### src/rtl/tqvp_crc32_pkg.sv
// Shared constants, state encoding and bit-reversal helpers for the CRC-32 checker.
package tqvp_crc32_pkg;

  localparam logic [5:0] ADDR_CTRL   = 6'h00;
  localparam logic [5:0] ADDR_CONFIG = 6'h04;
  localparam logic [5:0] ADDR_DATA   = 6'h08;
  localparam logic [5:0] ADDR_STATUS = 6'h0C;
  localparam logic [5:0] ADDR_POLY   = 6'h10;
  localparam logic [5:0] ADDR_CALC   = 6'h14;
  localparam logic [5:0] ADDR_RXCRC  = 6'h18;
  localparam logic [5:0] ADDR_LEN    = 6'h1C;

  localparam int CTRL_START   = 0;
  localparam int CTRL_END     = 1;
  localparam int CTRL_IRQ_CLR = 2;

  localparam int CFG_REFIN  = 0;
  localparam int CFG_REFOUT = 1;
  localparam int CFG_INIT   = 2;
  localparam logic [2:0] CFG_RESET = 3'b111;

  localparam int ST_BUSY     = 0;
  localparam int ST_DONE     = 1;
  localparam int ST_MATCH    = 2;
  localparam int ST_MISMATCH = 3;
  localparam int ST_OVF      = 4;
  localparam int ST_SHORT    = 5;

  localparam logic [31:0] CRC_INIT_ONES = 32'hFFFF_FFFF;
  localparam logic [31:0] CRC_XOR_OUT   = 32'hFFFF_FFFF;
  localparam logic [31:0] DEFAULT_POLY  = 32'h04C1_1DB7;

  typedef enum logic [1:0] {S_IDLE, S_ACTIVE, S_FINAL, S_DONE} state_t;

  function automatic logic [7:0] rev8(input logic [7:0] v);
    for (int i = 0; i < 8; i++) rev8[i] = v[7-i];
  endfunction

  function automatic logic [31:0] rev32(input logic [31:0] v);
    for (int i = 0; i < 32; i++) rev32[i] = v[31-i];
  endfunction

endpackage

### src/rtl/tqvp_crc32_bitserial.sv
// MSB-first bit-serial CRC engine: one byte per start pulse, one bit per cycle.
module tqvp_crc32_bitserial import tqvp_crc32_pkg::*; (
  input  logic        clk,
  input  logic        rst_n,
  input  logic        load_init,
  input  logic [31:0] init_val,
  input  logic        start,
  input  logic [7:0]  byte_in,
  input  logic        refin,
  input  logic [31:0] poly,
  output logic [31:0] crc,
  output logic        busy
);
  logic [7:0] shreg;
  logic [3:0] bits_left;
  logic       fb;

  assign busy = (bits_left != 4'd0);
  assign fb   = crc[31] ^ shreg[7];

  // Load init, latch a byte (reflected if requested), then shift 8 bits through the LFSR
  always_ff @(posedge clk) begin
    if (!rst_n) begin
      crc       <= 32'h0;
      shreg     <= 8'h00;
      bits_left <= 4'd0;
    end else if (load_init) begin
      crc       <= init_val;
      shreg     <= 8'h00;
      bits_left <= 4'd0;
    end else if (start && !busy) begin
      shreg     <= refin ? rev8(byte_in) : byte_in;
      bits_left <= 4'd8;
    end else if (busy) begin
      crc       <= {crc[30:0], 1'b0} ^ (fb ? poly : 32'h0);
      shreg     <= {shreg[6:0], 1'b0};
      bits_left <= bits_left - 4'd1;
    end
  end

endmodule

### config.mk
export PLATFORM = sky130hd
export DESIGN_NAME = tqvp_crc32_bitserial
export DESIGN_NICKNAME = d
export VERILOG_FILES = /design/src/rtl/tqvp_crc32_pkg.sv /design/src/rtl/tqvp_crc32_bitserial.sv
export SDC_FILE = /design/constraint.sdc
export NUM_CORES = 1
export LEC_CHECK = 0
export CORE_MARGIN = 5
export CORE_UTILIZATION = 40
export DETAILED_ROUTE_END_ITERATION = 12
export GPL_ROUTABILITY_DRIVEN = 0
export PLACE_DENSITY = 0.87
export SYNTH_ARGS = -nofsm -noshare
export SYNTH_HDL_FRONTEND = slang
export SYNTH_SLANG_ARGS = --single-unit
### constraint.sdc
create_clock -name clk -period 1.4 [get_ports clk]
set_input_delay 0.28 -clock clk [delete_from_list [all_inputs] [get_ports clk]]
set_output_delay 0.28 -clock clk [all_outputs]
set_load 0.03 [all_outputs]
# Word-level counts from Yosys, hierarchy flattened

Index checks and enable logic that the tools add are counted.

$add $sub $neg: 1
$mul: 0
Div/mod/pow operators: 0
Order comparisons: 0
Equal/unequal tests: 1
Shift-type cells: 0
Mux-type cells: 9
Bitwise logic cells: 3
Reductions and logical operators: 8

Operator list:

| operator                                                            | count |
|---|---|
| 32-bit two-way mux                                                  | 4 |
| 32-bit bitwise XOR                                                  | 1 |
| 8-bit two-way mux                                                   | 3 |
| 4-bit two-way mux                                                   | 2 |
| 2-bit nonzero test                                                  | 2 |
| 4-bit nonzero test                                                  | 1 |
| 4-bit by 1-bit subtractor with 4-bit output (second input constant) | 1 |
| 3-bit OR reduction                                                  | 1 |
| 2-bit != test (second input constant)                               | 1 |
| 2-bit AND reduction                                                 | 1 |
| 2-bit OR reduction                                                  | 1 |
| 1-bit logical AND                                                   | 1 |
| 1-bit logical NOT                                                   | 1 |
| 1-bit NOT                                                           | 1 |
| 1-bit bitwise XOR                                                   | 1 |

Register bits after elaboration: 44
Bits in latches: 0
RAM bits: 0
ROM bits: 0
Input bits: 77
Output and inout bits: 33
Word-level logic and storage cells: 26
Memories: 0

# Longest topological paths before layout

Gate-level depths: netlist of the first run.

Word-level depth: 6
Gate-level depth with buffers: 7
Mapped depth without buffers: 6

# Least setup slack after synthesis of the first run

Ideal clock, no wire load.

Path type: reg2reg
Start: register bits_left[0]
End: register crc[10]
Library setup time: 138 ps
Arrival: 1372 ps
Data required time: 1262 ps
Path slack: -110 ps
Cell stages (with the launch flop): 8
Cells stage by stage: dfxtp_1 inv_1 ha_1 nor3b_4 inv_2 buf_2 o2111ai_1 o221ai_1

Longest elaborated chain between the ends: 5
Elaborated cells between the ends (all ways): 6

Ends and longest elaborated chain:

| what                              | line                       | source |
|---|---|---|
| from (decl)                       | tqvp_crc32_bitserial.sv:15 | `logic [3:0] bits_left;` |
| from (signal assigned)            | tqvp_crc32_bitserial.sv:37 | `bits_left <= bits_left - 4'd1;` |
| 4-bit nonzero test (*)            | tqvp_crc32_bitserial.sv:18 | `assign busy = (bits_left != 4'd0);` |
| via busy                          | tqvp_crc32_bitserial.sv:12 | `output logic busy` |
| 1-bit logical NOT                 | tqvp_crc32_bitserial.sv:31 | `end else if (start && !busy) begin` |
| 1-bit logical AND                 | tqvp_crc32_bitserial.sv:31 |  |
| 2-bit != test (no line)           | -                          |  |
| 2-bit AND reduction (no line) (*) | -                          |  |
| to (signal assigned)              | tqvp_crc32_bitserial.sv:28 | `crc <= init_val;` |
| to (signal assigned)              | tqvp_crc32_bitserial.sv:35 | `crc <= {crc[30:0], 1'b0} ^ (fb ? poly : 32'h0);` |
| to (decl)                         | tqvp_crc32_bitserial.sv:11 | `output logic [31:0] crc,` |

Mark *: on every way through the listed nets, which the timed path passes. The rest lies on a longest branch.
A chain may end at the register's enable or synchronous reset.

# Worst setup path in the final report of the first run

Start: register bits_left[1]
End: register crc[22]

Longest elaborated chain between the ends: 5
Elaborated cells between the ends (all ways): 6

Ends and longest elaborated chain:

| what                              | line |
|---|---|
| 4-bit nonzero test (*)            | tqvp_crc32_bitserial.sv:18 |
| 1-bit logical NOT                 | tqvp_crc32_bitserial.sv:31 |
| 1-bit logical AND                 | tqvp_crc32_bitserial.sv:31 |
| 2-bit != test (no line)           | - |
| 2-bit AND reduction (no line) (*) | - |

Every way passes the cells marked *; elsewhere a longest branch is shown, timed or not.

==> impl_metrics.env, run 1 <==
export IMPL_synthMostInstantiatedCell="dfxtp_1"
export IMPL_synth_seq_area_share_pct=30.7
export IMPL_cts_root_buf="clkbuf_8"
export IMPL_fin_ws_ns=-0.307
export IMPL_antenna_cells_inserted=0
export IMPL_port_buffers=109
export IMPL_number_of_antenna_violations_at_the_first_check_in_global_routing=0
export IMPL_drt_total_wl_um=10800
export IMPL_slew_headroom_pct=78.2
export IMPL_yosysTopAreaCellShare_pct=30.7
export IMPL_via_cell_ratio=5.84
export IMPL_drt_iter0_drc=326
export IMPL_clkTransAtPathRegs_ns=0.08
export IMPL_crit_path_end="crc[22]"
export IMPL_p_leak_uw=0.00196
export IMPL_grt_util_all_layers_pct=22.6
export IMPL_cellInternalPower_uw=3010
export IMPL_post_route_cell_area_sq_mm=0.00491
export IMPL_max_cap_viol_count=0
export IMPL_min_period_ns=1.71
export IMPL_ctsHtreeMaxLevel=2
export IMPL_die_height_um=94.7
export IMPL_r2r_setup_slack_ns=-0.31
export IMPL_rr_endpoint="crc[22]"
export IMPL_detailed_place_hpwl_um=7200
export IMPL_syn2layout_area_growth_pct=71.0
export IMPL_fillCellCount=517
export IMPL_switching_power_uw=1780
export IMPL_rr_worst_depth=8
export IMPL_syn_nets=438
export IMPL_clock_skew_final_ns=0.00838
export IMPL_layout_drive_gt1_share_pct=26.8
export IMPL_netlist_area_sq_mm=0.00287
export IMPL_via_count=3498
export IMPL_crit_type="reg -> reg"
export IMPL_multi_input_area_sq_mm=0.00196
export IMPL_postSynthCellCount=359
export IMPL_floorplan_die_area_sq_mm=0.00897
export IMPL_grt_first_pass_wirelength_um=16500
export IMPL_drc=0
export IMPL_rows=30
export IMPL_kind_of_start_point_of_the_critical_path="flip-flop"
export IMPL_synthesis_area_per_instance_sq_um=7.99
export IMPL_antenna_left=0
export IMPL_place_area_sq_mm=0.00444
export IMPL_timing_hold_worst_class="reg -> reg"
export IMPL_path_max_fanout=6
export IMPL_critical_path_reg2reg_startpoint="bits_left[1]"
export IMPL_final_hold_viol_count=0
export IMPL_crit_path_start="bits_left[1]"
export IMPL_tritoncts="built"
export IMPL_end_kind="flip-flop"
export IMPL_clk_latency_ns=0.30
export IMPL_synthTopCellsByArea="dfxtp_1 (31%), o2111ai_1 (9.5%), o221ai_1 (9.5%), a22oi_1 (8.1%), or3_1 (7.0%)"
export IMPL_yosys_top_cells_count="dfxtp_1 (44), inv_1 (34), nand2_1 (33)"
export IMPL_ff_latch_area_sq_um=883
export IMPL_yosysWarningCount=0
export IMPL_total_power_uw=4790
export IMPL_yosys_most_used_dff="dfxtp_1"
export IMPL_max_fclk_ghz=0.586
export IMPL_floorplan_die_width_um=94.7
export IMPL_routedWlPerCell_um=18.1
export IMPL_comb_power_share_pct=53.3
export IMPL_final_net_count=584
export IMPL_core_region_area_sq_mm=0.00687
export IMPL_share_of_total_power_in_sequential_cells_pct=30.8
export IMPL_ios=110
export IMPL_p_sw_share_pct=37.2
export IMPL_grt_pass1_vias=3523
export IMPL_outcome="finished with violations"
export IMPL_unrepaired_setup_endpoints_after_global_routing="true"
export IMPL_timing_critical_path_arrival_ns=1.91
export IMPL_layout_worst_path_cycle_share_pct=122
export IMPL_clock_power_share_pct=15.8
export IMPL_cts_num_sinks=44
export IMPL_grt_start_max_net_pins=26
export IMPL_cellPowerDensity_mw_per_mm2=976
export IMPL_required_ns=1.60
export IMPL_ys_async_sr_fraction_pct=0
export IMPL_dr_pass1_iters=5
export IMPL_synth_cell_types=28
export IMPL_maxSlewViolCount=0
export IMPL_start_util_pct=41.8
export IMPL_failed_checks="negative setup slack"
export IMPL_cts_made_buffers=5
export IMPL_globalRouteOverflowTotal=0
export IMPL_number_of_flops_mapped_to_enable_cells_by_yosys=0
export IMPL_post_synth_top_area_cell="dfxtp_1"
export IMPL_vdd_ir_drop_max_mv=0.561
export IMPL_clock_path_buffers=2
export IMPL_final_setup_viols=44
export IMPL_worst_slew_pin_tran_ns=0.328
export IMPL_synth_seq_cells=44
export IMPL_ctsHoldBuffers=0
-- worst min-delay path by stage --
| stage | from | end | cells after the start |
|---|---|---|---|
| 6_report | shreg[2] | shreg[3] | 1 |
| 5_1_grt | load_init | crc[0] | 4 |
| 4_1_cts | shreg[3] | shreg[4] | 1 |
| 3_5_place_dp | shreg[2] | shreg[3] | 1 |
| 3_3_place_gp | shreg[3] | shreg[4] | 1 |
| 2_1_floorplan | init_val[0] | crc[0] | 2 |
-- routing by layer --
metal	vias to the layer above	GRT usage, %	part of all wire [%]
met3	24	4.86	6.9
li1	1639	-	-
met1	1683	28.0	40
met2	152	38.8	51
met5	-	0	0
met4	0	7.21	2.0
-- cells by family after synthesis --
group	after synthesis	share of synthesized area (%)
simple gates	117	22.2
xor+xnor	3	0.916
mux	8	2.79
buf+inv	71	10.4
fa+ha+maj	2	0.872
flops	44	30.7
compound gates	114	32.1
-- sequential cells by signal, indices dropped and copies added, names as in the netlist --
name	flops
crc	32
shreg	8
bits_left	4
-- critical path, cell delays in order (launching register included) --
cell      delay (ns)
dfxtp_2         0.33
inv_2           0.07
ha_4            0.13
nor3b_4         0.27
buf_6           0.22
buf_12          0.15
buf_6           0.11
a22oi_1         0.08
o221ai_1        0.24
-- cell type report --
type | instances | area share (%)
multi-input combinational | 244 | 39.9
sequential | 44 | 18.0
clock buffer | 5 | 1.40
timing repair buffer | 175 | 35.6
inverter | 35 | 2.73
tap | 96 | 2.45
-- power groups by stage --
stage | combinational (uW) | clock [uW] | sequential, uW
after detailed placement | 1970 | 0 | 1500
after global placement | 1920 | 0 | 1490
after global routing | 2700 | 818 | 1490
after CTS | 2230 | 755 | 1470
after floorplan | 891 | 0 | 1640
final | 2560 | 759 | 1480
-- stage by stage --
stage / hold WS [ns] / worst slack, ns / cells / TNS (ns) / util, %
floorplan: 0.438 / -0.0197 / 359 / -0.525 / -
global placement: 0.455 / -0.271 / 582 / -9.45 / 64.7
detailed placement: 0.471 / -0.300 / 582 / -10.47 / 64.7
CTS: 0.486 / -0.237 / 595 / -7.15 / 67.5
global route: 0.515 / -0.360 / 599 / -10.22 / 71.4
finish: 0.496 / -0.307 / 599 / -7.47 / 71.4
-- cell usage in the layout (no fill, tap or decap), types with 4 or more instances in the layout --
cell type / n
or3_1: 20
a22o_1: 7
a21oi_1: 9
nor2b_1: 25
clkbuf_2: 8
mux2i_1: 8
dlygate4sd2_1: 12
o2111ai_2: 5
buf_12: 10
clkdlybuf4s50_1: 75
inv_1: 32
o221ai_1: 16
buf_6: 7
o2111ai_1: 26
dfxtp_1: 42
clkbuf_8: 5
a22oi_2: 4
a22oi_1: 27
nor2_1: 10
buf_4: 47
o221ai_2: 15
nand2_1: 33
clkdlybuf4s15_1: 9
and2b_1: 6
or3_4: 12
-- timing repair --
item / in CTS / in global routing
endpoints found under the setup margin: 72 / 59
pin swaps: 10 / 24
resized for setup: 52 / 66
gates cloned: 2 / 2
setup buffers: 6 / 2
(Power assumes the default switching activity.)
==> run 2: changes to the inputs <==
CORE_ASPECT_RATIO = 0.6   (was not set)
==> run 2 against run 1 <==
The flow still finishes with violations (negative setup slack). Die area increased by 0.62%. Worst setup slack lost 0.083 ns. Maximum frequency shrank 4.6%. Non-clock buffer count decreased by 12. Largest cell class unchanged. Largest power group unchanged.
==> impl_metrics.env, run 2 (synthesis results as in run 1) <==
export IMPL_outcome="finished with violations"
export IMPL_failed_checks="negative setup slack"
export IMPL_top_flop_regs="crc (32), shreg (8), bits_left (4)"
export IMPL_required_ns=1.12
export IMPL_floorplan_die_area_sq_mm=0.00902
export IMPL_grt_util_all_layers_pct=24.7
export IMPL_slew_headroom_pct=79.3
export IMPL_grt_start_max_net_pins=48
export IMPL_antenna_left=0
export IMPL_final_net_count=572
export IMPL_ff_latch_area_sq_um=883
export IMPL_dr_pass1_iters=5
export IMPL_tritoncts="built"
export IMPL_final_setup_viols=44
export IMPL_drc=0
export IMPL_die_height_um=75.6
export IMPL_place_worst_setup_slack_ns=-0.445
export IMPL_met1_track_demand_over_resource_in_global_routing_pct=32.0
export IMPL_largest_reg_flops=32
export IMPL_post_route_cell_area_sq_mm=0.00504
export IMPL_layout_worst_path_cycle_share_pct=128
export IMPL_clkTransAtPathRegs_ns=0.06
export IMPL_layout_drive_gt1_share_pct=29.1
export IMPL_layout_common_cells="clkdlybuf4s50_1 (75), dfxtp_1 (42), buf_4 (37)"
export IMPL_worst_slew_pin_tran_ns=0.302
export IMPL_unrepaired_setup_endpoints_after_global_routing="true"
export IMPL_detailed_place_hpwl_um=7610
export IMPL_drt_iter0_drc=360
export IMPL_registers_top_by_ff_count="crc"
export IMPL_rr_endpoint="crc[1]"
export IMPL_rr_worst_depth=8
export IMPL_kind_of_start_point_of_the_critical_path="flip-flop"
export IMPL_via_count=3520
export IMPL_r2r_setup_slack_ns=-0.37
export IMPL_crit_path_end="busy"
export IMPL_number_of_antenna_violations_at_the_first_check_in_global_routing=0
export IMPL_end_kind="primary output"
export IMPL_grtUsageMet2_pct=42.8
export IMPL_port_buffers=109
export IMPL_fin_ws_ns=-0.390
export IMPL_multi_input_area_sq_mm=0.00212
export IMPL_clock_path_buffers=2
export IMPL_finish_cell_count_without_fillers=581
export IMPL_maxSlewViolCount=0
export IMPL_crit_path_start="bits_left[0]"
export IMPL_path_max_fanout=4
export IMPL_final_hold_viol_count=0
export IMPL_routedWlPerCell_um=20.1
export IMPL_cellPowerDensity_mw_per_mm2=1040
export IMPL_fillCellCount=475
export IMPL_cts_made_buffers=5
export IMPL_clk_latency_ns=0.28
export IMPL_syn2layout_area_growth_pct=75.6
export IMPL_max_cap_viol_count=0
export IMPL_worstHoldStart="shreg[3]"
export IMPL_place_area_sq_mm=0.00434
export IMPL_ios=110
export IMPL_floorplan_die_width_um=119
export IMPL_cts_num_sinks=44
export IMPL_ctsHtreeMaxLevel=2
export IMPL_rows=23
export IMPL_min_period_ns=1.79
export IMPL_cts_root_buf="clkbuf_16"
export IMPL_final_util_pct=73.9
export IMPL_start_util_pct=42.1
export IMPL_total_power_uw=5240
export IMPL_timing_hold_worst_class="reg -> reg"
export IMPL_vdd_ir_drop_max_mv=0.719
export IMPL_groute_layer_met3_usage_pct=5.71
export IMPL_mostFrequentLayoutCell="clkdlybuf4s50_1"
export IMPL_critical_path_reg2reg_startpoint="bits_left[0]"
export IMPL_via_cell_ratio=6.06
export IMPL_globalRouteOverflowTotal=0
export IMPL_max_fclk_ghz=0.559
export IMPL_clock_skew_final_ns=0.00565
export IMPL_core_region_area_sq_mm=0.00682
export IMPL_globalRoute_busiestLayer="met2"
export IMPL_p_leak_uw=0.00195
export IMPL_numPlacedInstances=560
export IMPL_antenna_cells_inserted=0
export IMPL_grt_first_pass_wirelength_um=18300
export IMPL_drt_total_wl_um=11700
export IMPL_timing_critical_path_arrival_ns=1.51
export IMPL_grt_pass1_vias=3599
export IMPL_crit_type="reg -> out"
[run 2: changes by cell type in the layout (fill, tap and decap cells not counted), moves of 3 or more]
| cell | delta |
|---|---|
| o221ai_2 | +7 |
| o2111ai_1 | -14 |
| buf_6 | -3 |
| o2111ai_2 | +13 |
| clkbuf_8 | -4 |
| clkbuf_16 | +4 |
| dlygate4sd2_1 | +3 |
| o221ai_1 | -7 |
| buf_4 | -10 |
[run 2: worst max-delay path, cell delays in order (launching register included)]
cell and delay (ns):
dfxtp_2 0.33, inv_2 0.08, ha_4 0.14, nor3b_4 0.24, buf_6 0.15, inv_4 0.04, buf_12 0.12, buf_8 0.13
[run 2: worst min path at each step]
stage	to	slack, ns	cells past startpoint
2_1_floorplan	crc[0]	0.44	2
3_3_place_gp	shreg[1]	0.47	1
3_5_place_dp	shreg[4]	0.47	1
4_1_cts	shreg[4]	0.49	1
5_1_grt	shreg[4]	0.52	1
6_report	shreg[4]	0.49	1
[run 2: through the flow]
step           TNS, ns  hold slack, ns
6_report        -13.49           0.491
3_5_place_dp    -11.80           0.474
2_1_floorplan   -0.525           0.438
4_1_cts          -9.96           0.491
3_3_place_gp     -8.55           0.466
5_1_grt         -15.57           0.517
[run 2: per-layer routing]
layer	part of all wire, %	vias to the layer above
met2	46	172
li1	-	1622
met1	44	1701
met4	1.6	0
met5	0	-
met3	7.8	25
[run 2: area by class of cell]
| cell class | instances | area share (%) |
|---|---|---|
| inverters | 35 | 2.66 |
| well taps | 87 | 2.16 |
| flip-flops and latches | 44 | 17.5 |
| multi-input cells | 244 | 42.0 |
| repair buffers | 163 | 32.7 |
| clock buffers | 8 | 2.91 |
[run 2: what timing repair did]
action | 4_1_cts | 5_1_grt
resized for setup | 73 | 67
setup endpoints to repair | 72 | 56
hold buffers | 0 | 0
gates cloned | 2 | 1
buffers inserted | 8 | 3
pin swaps | 9 | 12
[run 2: where the power goes]
part           switching [uW]  leakage, uW  internal (uW)
clock network             473    0.0000712            712
registers                 125     0.000363           1370
logic                    1320      0.00152           1240
total                    1920      0.00195           3320
==> run 3: changes to the inputs <==
CAP_MARGIN = 20   (was not set)
==> results of run 3 <==
No change in the layout: final DEF, timing and power equal those of run 2.
